--- src/rtl/gray_sweep_controller.sv ---
// Binary/Gray sweep sequencer: steps a counter up or down and streams
// each word with its Gray encoding over a valid/ready output.
module gray_sweep_controller #(
    parameter int WIDTH = 3,
    parameter int GAP   = 0
) (
    input  logic             clk,
    input  logic             rst_n,
    input  logic             start,
    input  logic             stop,
    input  logic             mode_cont,
    input  logic             dir_down,
    input  logic             out_ready,
    output logic             out_valid,
    output logic [WIDTH-1:0] bin_out,
    output logic [WIDTH-1:0] gray_out,
    output logic             busy,
    output logic             done
);

    typedef enum logic [1:0] {
        IDLE     = 2'd0,
        EMIT     = 2'd1,
        GAP_WAIT = 2'd2,
        DONE     = 2'd3
    } state_t;

    localparam int CW = (GAP > 1) ? $clog2(GAP) : 1;
    localparam logic [CW-1:0] GAP_LOAD = CW'((GAP > 0) ? GAP - 1 : 0);
    localparam logic [WIDTH-1:0] ONE  = WIDTH'(1);
    localparam logic [WIDTH-1:0] ALL1 = '1;

    state_t           state_q, state_d;
    logic [WIDTH-1:0] bin_q, bin_d;
    logic [WIDTH-1:0] gray_q;
    logic [CW-1:0]    cnt_q, cnt_d;
    logic             cont_q, cont_d;
    logic             down_q, down_d;
    logic             valid_q, busy_q, done_q;
    logic             terminal;

    assign terminal = down_q ? (bin_q == '0) : (bin_q == ALL1);

    always_comb begin
        state_d = state_q;
        bin_d   = bin_q;
        cnt_d   = cnt_q;
        cont_d  = cont_q;
        down_d  = down_q;
        unique case (state_q)
            IDLE: begin
                if (start && !stop) begin
                    cont_d  = mode_cont;
                    down_d  = dir_down;
                    bin_d   = dir_down ? ALL1 : '0;
                    state_d = EMIT;
                end
            end
            EMIT: begin
                // A handshake coinciding with stop is delivered; nothing follows.
                if (stop) begin
                    state_d = IDLE;
                end else if (out_ready) begin
                    if (terminal && !cont_q) begin
                        state_d = DONE;
                    end else begin
                        bin_d   = down_q ? bin_q - ONE : bin_q + ONE;
                        cnt_d   = GAP_LOAD;
                        state_d = (GAP > 0) ? GAP_WAIT : EMIT;
                    end
                end
            end
            GAP_WAIT: begin
                if (stop) begin
                    state_d = IDLE;
                end else if (cnt_q == '0) begin
                    state_d = EMIT;
                end else begin
                    cnt_d = cnt_q - CW'(1);
                end
            end
            DONE: begin
                state_d = IDLE;
            end
            default: state_d = IDLE;
        endcase
    end

    // Outputs are registered from the next state so they line up with it.
    always_ff @(posedge clk or negedge rst_n) begin
        if (!rst_n) begin
            state_q <= IDLE;
            bin_q   <= '0;
            gray_q  <= '0;
            cnt_q   <= '0;
            cont_q  <= 1'b0;
            down_q  <= 1'b0;
            valid_q <= 1'b0;
            busy_q  <= 1'b0;
            done_q  <= 1'b0;
        end else begin
            state_q <= state_d;
            bin_q   <= bin_d;
            gray_q  <= bin_d ^ (bin_d >> 1);
            cnt_q   <= cnt_d;
            cont_q  <= cont_d;
            down_q  <= down_d;
            valid_q <= (state_d == EMIT);
            busy_q  <= (state_d != IDLE);
            done_q  <= (state_d == DONE);
        end
    end

    assign out_valid = valid_q;
    assign bin_out   = bin_q;
    assign gray_out  = gray_q;
    assign busy      = busy_q;
    assign done      = done_q;

endmodule

--- config.mk ---
export PLATFORM = sky130hd
export DESIGN_NAME = gray_sweep_controller
export DESIGN_NICKNAME = d
export VERILOG_FILES = /design/src/rtl/gray_sweep_controller.sv
export SDC_FILE = /design/constraint.sdc
export NUM_CORES = 1
export LEC_CHECK = 0
export ABC_AREA = 1
export CAP_MARGIN = 15
export CORE_ASPECT_RATIO = 1.1
export CORE_MARGIN = 2
export CORE_UTILIZATION = 30
export DETAILED_ROUTE_END_ITERATION = 12
export PLACE_DENSITY_LB_ADDON = 0.1
export SETUP_SLACK_MARGIN = 0.1
export SYNTH_ARGS = -nofsm -noshare
export SYNTH_HDL_FRONTEND = slang
export SYNTH_SLANG_ARGS = --single-unit
--- constraint.sdc ---
create_clock -name clk -period 4.67 [get_ports clk]
set_input_delay 0.467 -clock clk [delete_from_list [all_inputs] [get_ports clk]]
set_output_delay 0.467 -clock clk [all_outputs]
set_load 0.005 [all_outputs]
== Yosys cells after proc, flatten, opt, wreduce, memory -nomap -nowiden ==
Cells that the tools add are included.

* Register bits after elaboration: 14
* Bits of input ports: 7
* Output and inout bits: 9
* Word-level logic and storage cells: 54

* Add/subtract/negate cells: 3
* Eq/ne operators: 10
* Muxes and demuxes: 21
* Bitwise gates (word level): 1
* Reduce and logical (&&, ||, !) cells: 10

{| class="wikitable"
|+ Operators by type and width
! cell !! count
|-
| $mux W3 || 6
|-
| $mux W2 || 6
|-
| $ne A2 B2 Y1 const B || 4
|-
| $pmux W2 S4 || 1
|-
| $eq A2 B2 Y1 const B || 3
|-
| $mux W1 || 6
|-
| $pmux W3 S2 || 1
|-
| $reduce_and A5 Y1 || 1
|-
| $eq A2 B1 Y1 const B || 2
|-
| $reduce_bool A2 Y1 || 2
|-
| $add A3 B1 Y3 const B || 1
|-
| $eq A3 B3 Y1 const B || 1
|-
| $logic_not A3 Y1 || 1
|-
| $sub A3 B1 Y3 const B || 1
|-
| $xor A3 B2 Y3 || 1
|-
| $logic_and A1 B1 Y1 || 2
|-
| $logic_not A1 Y1 || 2
|-
| $logic_not A2 Y1 || 1
|-
| $pmux W1 S2 || 1
|-
| $reduce_and A2 Y1 || 1
|-
| $sub A1 B1 Y1 const B || 1
|}

== Depth between registers and ports, before layout ==
* Depth after elaboration: 8
* Gate-level depth with buffers: 11
* Depth with buffers taken out: 11

== Worst setup path before layout ==
OpenSTA, ideal clock, no wires.

* Path kind: register -> register
* From: register bin_q[0], in the netlist bin_out[0]
* To: register gray_q[1], in the netlist gray_out[1]
* Library setup time: 0.116 ns
* Arrival time: 1.404 ns
* Required time: 4.554 ns
* Path slack: 3.149 ns
* Stages on the path, launching flop included: 9
* Path buffers: 0
* Clock period less this slack: 1.521 ns
* Path through: dfrtp_1 > fa_1 > nand3b_1 > nand2_1 > nand3_1 > nand3_1 > nand3_1 > nand2_1 > nand2_1

* Cells in the longest elaborated chain, start to end: 8
* Elaborated cells between the ends (all ways): 12
* Those cells by class: 2 x add/sub; 1 x eq/ne; 6 x mux; 1 x bitwise; 2 x reduce/logical

{| class="wikitable"
|+ RTL lines
! element !! RTL line !! RTL
|-
| start, declared || 34 || <nowiki>logic [WIDTH-1:0] bin_q, bin_d;</nowiki>
|-
| start signal, assigned || 103 || <nowiki>bin_q <= bin_d;</nowiki>
|-
| parallel branches: the longest is 3 deep, another holds $add A3 B1 Y3 || n/a ||
|-
| $mux W3 (*) || 64 || <nowiki>if (terminal && !cont_q) begin</nowiki>
|-
| $mux W3 (*) || 63 || <nowiki>end else if (out_ready) begin</nowiki>
|-
| $mux W3 (*) || 61 || <nowiki>if (stop) begin</nowiki>
|-
| $pmux W3 S2 (*) || 50 || <nowiki>unique case (state_q)</nowiki>
|-
| net bin_d[2] || 34 ||
|-
| $xor A3 B2 Y3 (*) || 104 || <nowiki>gray_q <= bin_d ^ (bin_d >> 1);</nowiki>
|-
| end signal, assigned || 104 ||
|-
| end, declared || 35 || <nowiki>logic [WIDTH-1:0] gray_q;</nowiki>
|}

Mark *: on every way through the listed nets, which the timed path passes.
A chain may end at the register's enable or synchronous reset.

== Final worst setup path ==
* From: register bin_q[1], in the netlist bin_out[1]
* To: output port bin_out[1]

{| class="wikitable"
|+ RTL lines
! element !! RTL line !! RTL
|-
| end, declared || 15 || <nowiki>output logic [WIDTH-1:0] bin_out,</nowiki>
|}

No word-level cell between the ends.

==> impl_metrics.csv <==
group,metric,value,unit
status,status,"finished, final reports clean",
worst_setup_path,ff2ff_path_depth,8,
floorplanning,start_util,31.41,%
global_route,grt_pass1_wl,2463,um
finish,nets,117,
floorplanning,fp.dieW,49.83,um
worst_setup_path,startpoint_type,"register",
worst_hold_path,hold_class,"in2async",
global_route,grt_pass1_vias,625,
worst_setup_path,worstPathCellList,"clkdlybuf4s50_1",
finish,antenna_cells,0,
clock_network,max-clock-path-buffers,2,
worst_setup_path,worstReg2RegStart,"bin_out[0]",
synthesis,yosysTopAreaCell,"dfrtp_1",
global_route,grt_max_degree,13,
synthesis,synth.distinct_cells,19,
worst_setup_path,crit_path_top_delay_cell,"clkdlybuf4s50_1",
synthesis,synth_mux_area_share,0,%
placed_design,gp_congestion,0.7988,
clock_network,cts-resized-gates,0,
clock_network,postCtsSetupBuffers,0,
floorplanning,rows,18,
global_route,grt_usage,12.59,%
routing,drt_wl_total,1328,um
pwr,cellPowerDensity,408.0,nW/um2
placed_design,dp_cells,134,
pwr,max-vdd-ir-drop,0.1905,mV
worst_setup_path,worst_path_largest_cell_delay,0.54,ns
floorplanning,io_pins,16,
placed_design,place_ws,2.747,ns
timing,slew_headroom,63.73,%
worst_setup_path,required,4.20,ns
synthesis,synthAdderAreaFrac,2.888,%
timing,final.period_utilization,37.07,%
finish,syn_to_final_growth,31.23,%
routing,drc,0,
synthesis,synth_warnings,0,
synthesis,synth_compound_area_share,5.054,%
timing,setup_tns,0,ns
routing,num_vias,607,
floorplanning,core-area,2207,um2
worst_setup_path,startpoint,"bin_out[1]",
worst_setup_path,crit_fanout,5,
timing,drv_slew,0,
clock_network,ctsHoldBuffers,0,
clock_network,cts.sinks,12,
synthesis,synthMostInstantiatedCell,"nand2_1",
floorplanning,design.die.area,2712,um2
synthesis,synth_enable_flop_cells,0,
finish,fill_cells,261,
synthesis,synthCells,90,
synthesis,yosys.area_share.simple,39.53,%
synthesis,synth_nets,98,
synthesis,synth.avg_cell_area,7.702,um2
worst_setup_path,timing.rr.end,"gray_out[1]",
worst_setup_path,criticalPathCategory,"reg2out",
timing,period_needed,1.731,ns
synthesis,synth-seq-cells,12,
routing,viasPerCell,4.399,
worst_setup_path,cp-end-kind,"output port",
routing,first_pass_iters,4,
floorplanning,die_h,54.42,um
timing,hold_viol,0,
global_route,antenna_found_initial,0,
finish,instances_no_fill,138,
worst_setup_path,cp.depth,1,
pwr,p_leak,0.0004535,uW
synthesis,synthTopCellsByCount,"nand2_1 (28), inv_1 (13), dfrtp_1 (12)",
worst_setup_path,path_buf_inv,1,
run,maxCapViolations,0,
timing,final-setup-viol-count,0,
routing,drtIter0Drc,8,
clock_network,cts_max_level,1,
worst_setup_path,r2r_slack,3.03,ns
worst_setup_path,path_delay_family,"buffers and inverters",
worst_setup_path,crit_arrival,1.26,ns
clock_network,cts_buffers,3,
synthesis,synth_flop_cell,"dfrtp_1",
synthesis,syn_area,693.2,um2
timing,timing.final.ws_setup,2.939,ns
synthesis,yosys.area.top_type_share,43.32,%
placed_design,place_hpwl,1114,um
timing,fin_skew,0.003887,ns
synthesis,synth_top_family_by_area,"simple AND/OR/NAND/NOR gates",
clock_network,cts_tree,"done",
finish,layout-drive-gt1-share,15.74,%
timing,fmax,577.6,MHz
placed_design,portBuffers,15,
clock_network,clk_latency,0.27,ns
synthesis,yosysSeqAreaShare,43.32,%
global_route,grt_overflow,0,
clock_network,path_clk_slew,0.08,ns
timing,tightest_slew,0.5423,ns
routing,ant_nets,0,
synthesis,post_synth_xor_area_fraction,0,%
synthesis,async_flop_share,100.0,%
synthesis,synth.area.top_cells,"dfrtp_1 (43%), nand2_1 (15%), inv_1 (7.0%)",
clock_network,clockRootBuffer,"clkbuf_4",
routing,wl_per_cell,9.623,um
timing,rsz0062_at_grt,"no",
placed cells by master (no fill, tap or decap), drive strengths merged:
| cell type | count |
|---|---|
| clkdlybuf4s50 | 15 |
| inv | 15 |
| clkbuf | 4 |
| nor4 | 2 |
| fa | 1 |
| dfrtp | 12 |
| nand2 | 34 |
| nor3 | 1 |
| a31oi | 1 |
| nor2 | 11 |
| nand3b | 1 |
| nand3 | 6 |
| o21ai | 5 |
sequential cells by signal, summed over array words and instances (netlist names):
signal / cells
bin_out: 3
gray_out: 2
state_q: 2
busy: 1
cont_q: 1
done: 1
down_q: 1
out_valid: 1
final cells by class:
| cell class | count | area [um2] | share of cell area (%) |
|---|---|---|---|
| flip-flops and latches | 12 | 300.3 | 33.01 |
| clock buffers | 4 | 36.28 | 3.989 |
| multi-input cells | 62 | 329.1 | 36.18 |
| repair buffers | 15 | 150.1 | 16.51 |
| inverters | 15 | 56.30 | 6.190 |
| well taps | 30 | 37.54 | 4.127 |
logic make-up after synthesis:
family	count (synthesis)
flip-flops	12
AO/OA/AOI/OAI	6
adder cells (fa/ha/maj)	1
AND/OR/NAND/NOR	55
buffers and inverters	16
stage by stage:
| stage | util (%) | cell area (um2) | power [uW] | hold slack [ns] |
|---|---|---|---|---|
| after floorplan | - | 693.2 | 235.0 | 0.1714 |
| after global placement | 39.57 | 873.3 | 293.0 | 0.5560 |
| after detailed placement | 39.57 | 873.3 | 293.7 | 0.5780 |
| after CTS | 41.21 | 909.6 | 378.1 | 0.5587 |
| after global routing | 41.21 | 909.6 | 407.8 | 0.5685 |
| final | 41.21 | 909.6 | 371.1 | 0.5404 |
how the worst max path moves through the flow:
stage	end	slack, ns
3_5_place_dp	gray_out[0]	2.75
2_1_floorplan	gray_out[1]	3.15
4_1_cts	bin_out[0]	2.92
5_1_grt	gray_out[1]	2.84
6_report	bin_out[1]	2.94
3_3_place_gp	gray_out[0]	2.77
where the power goes:
part | internal (uW) | switching [uW]
registers | 123 | 16.9
clock network | 47.4 | 35.4
logic | 72.1 | 75.9
total | 243 | 128
per-layer routing:
layer	global-route usage (%)	up-vias	routed length [um]
met3	2.732	4	57
met5	0	-	0
met2	21.78	14	643
li1	-	314	-
met1	13.78	275	587
met4	9.722	0	39
Note: power is estimated with default switching activity, not from simulation.
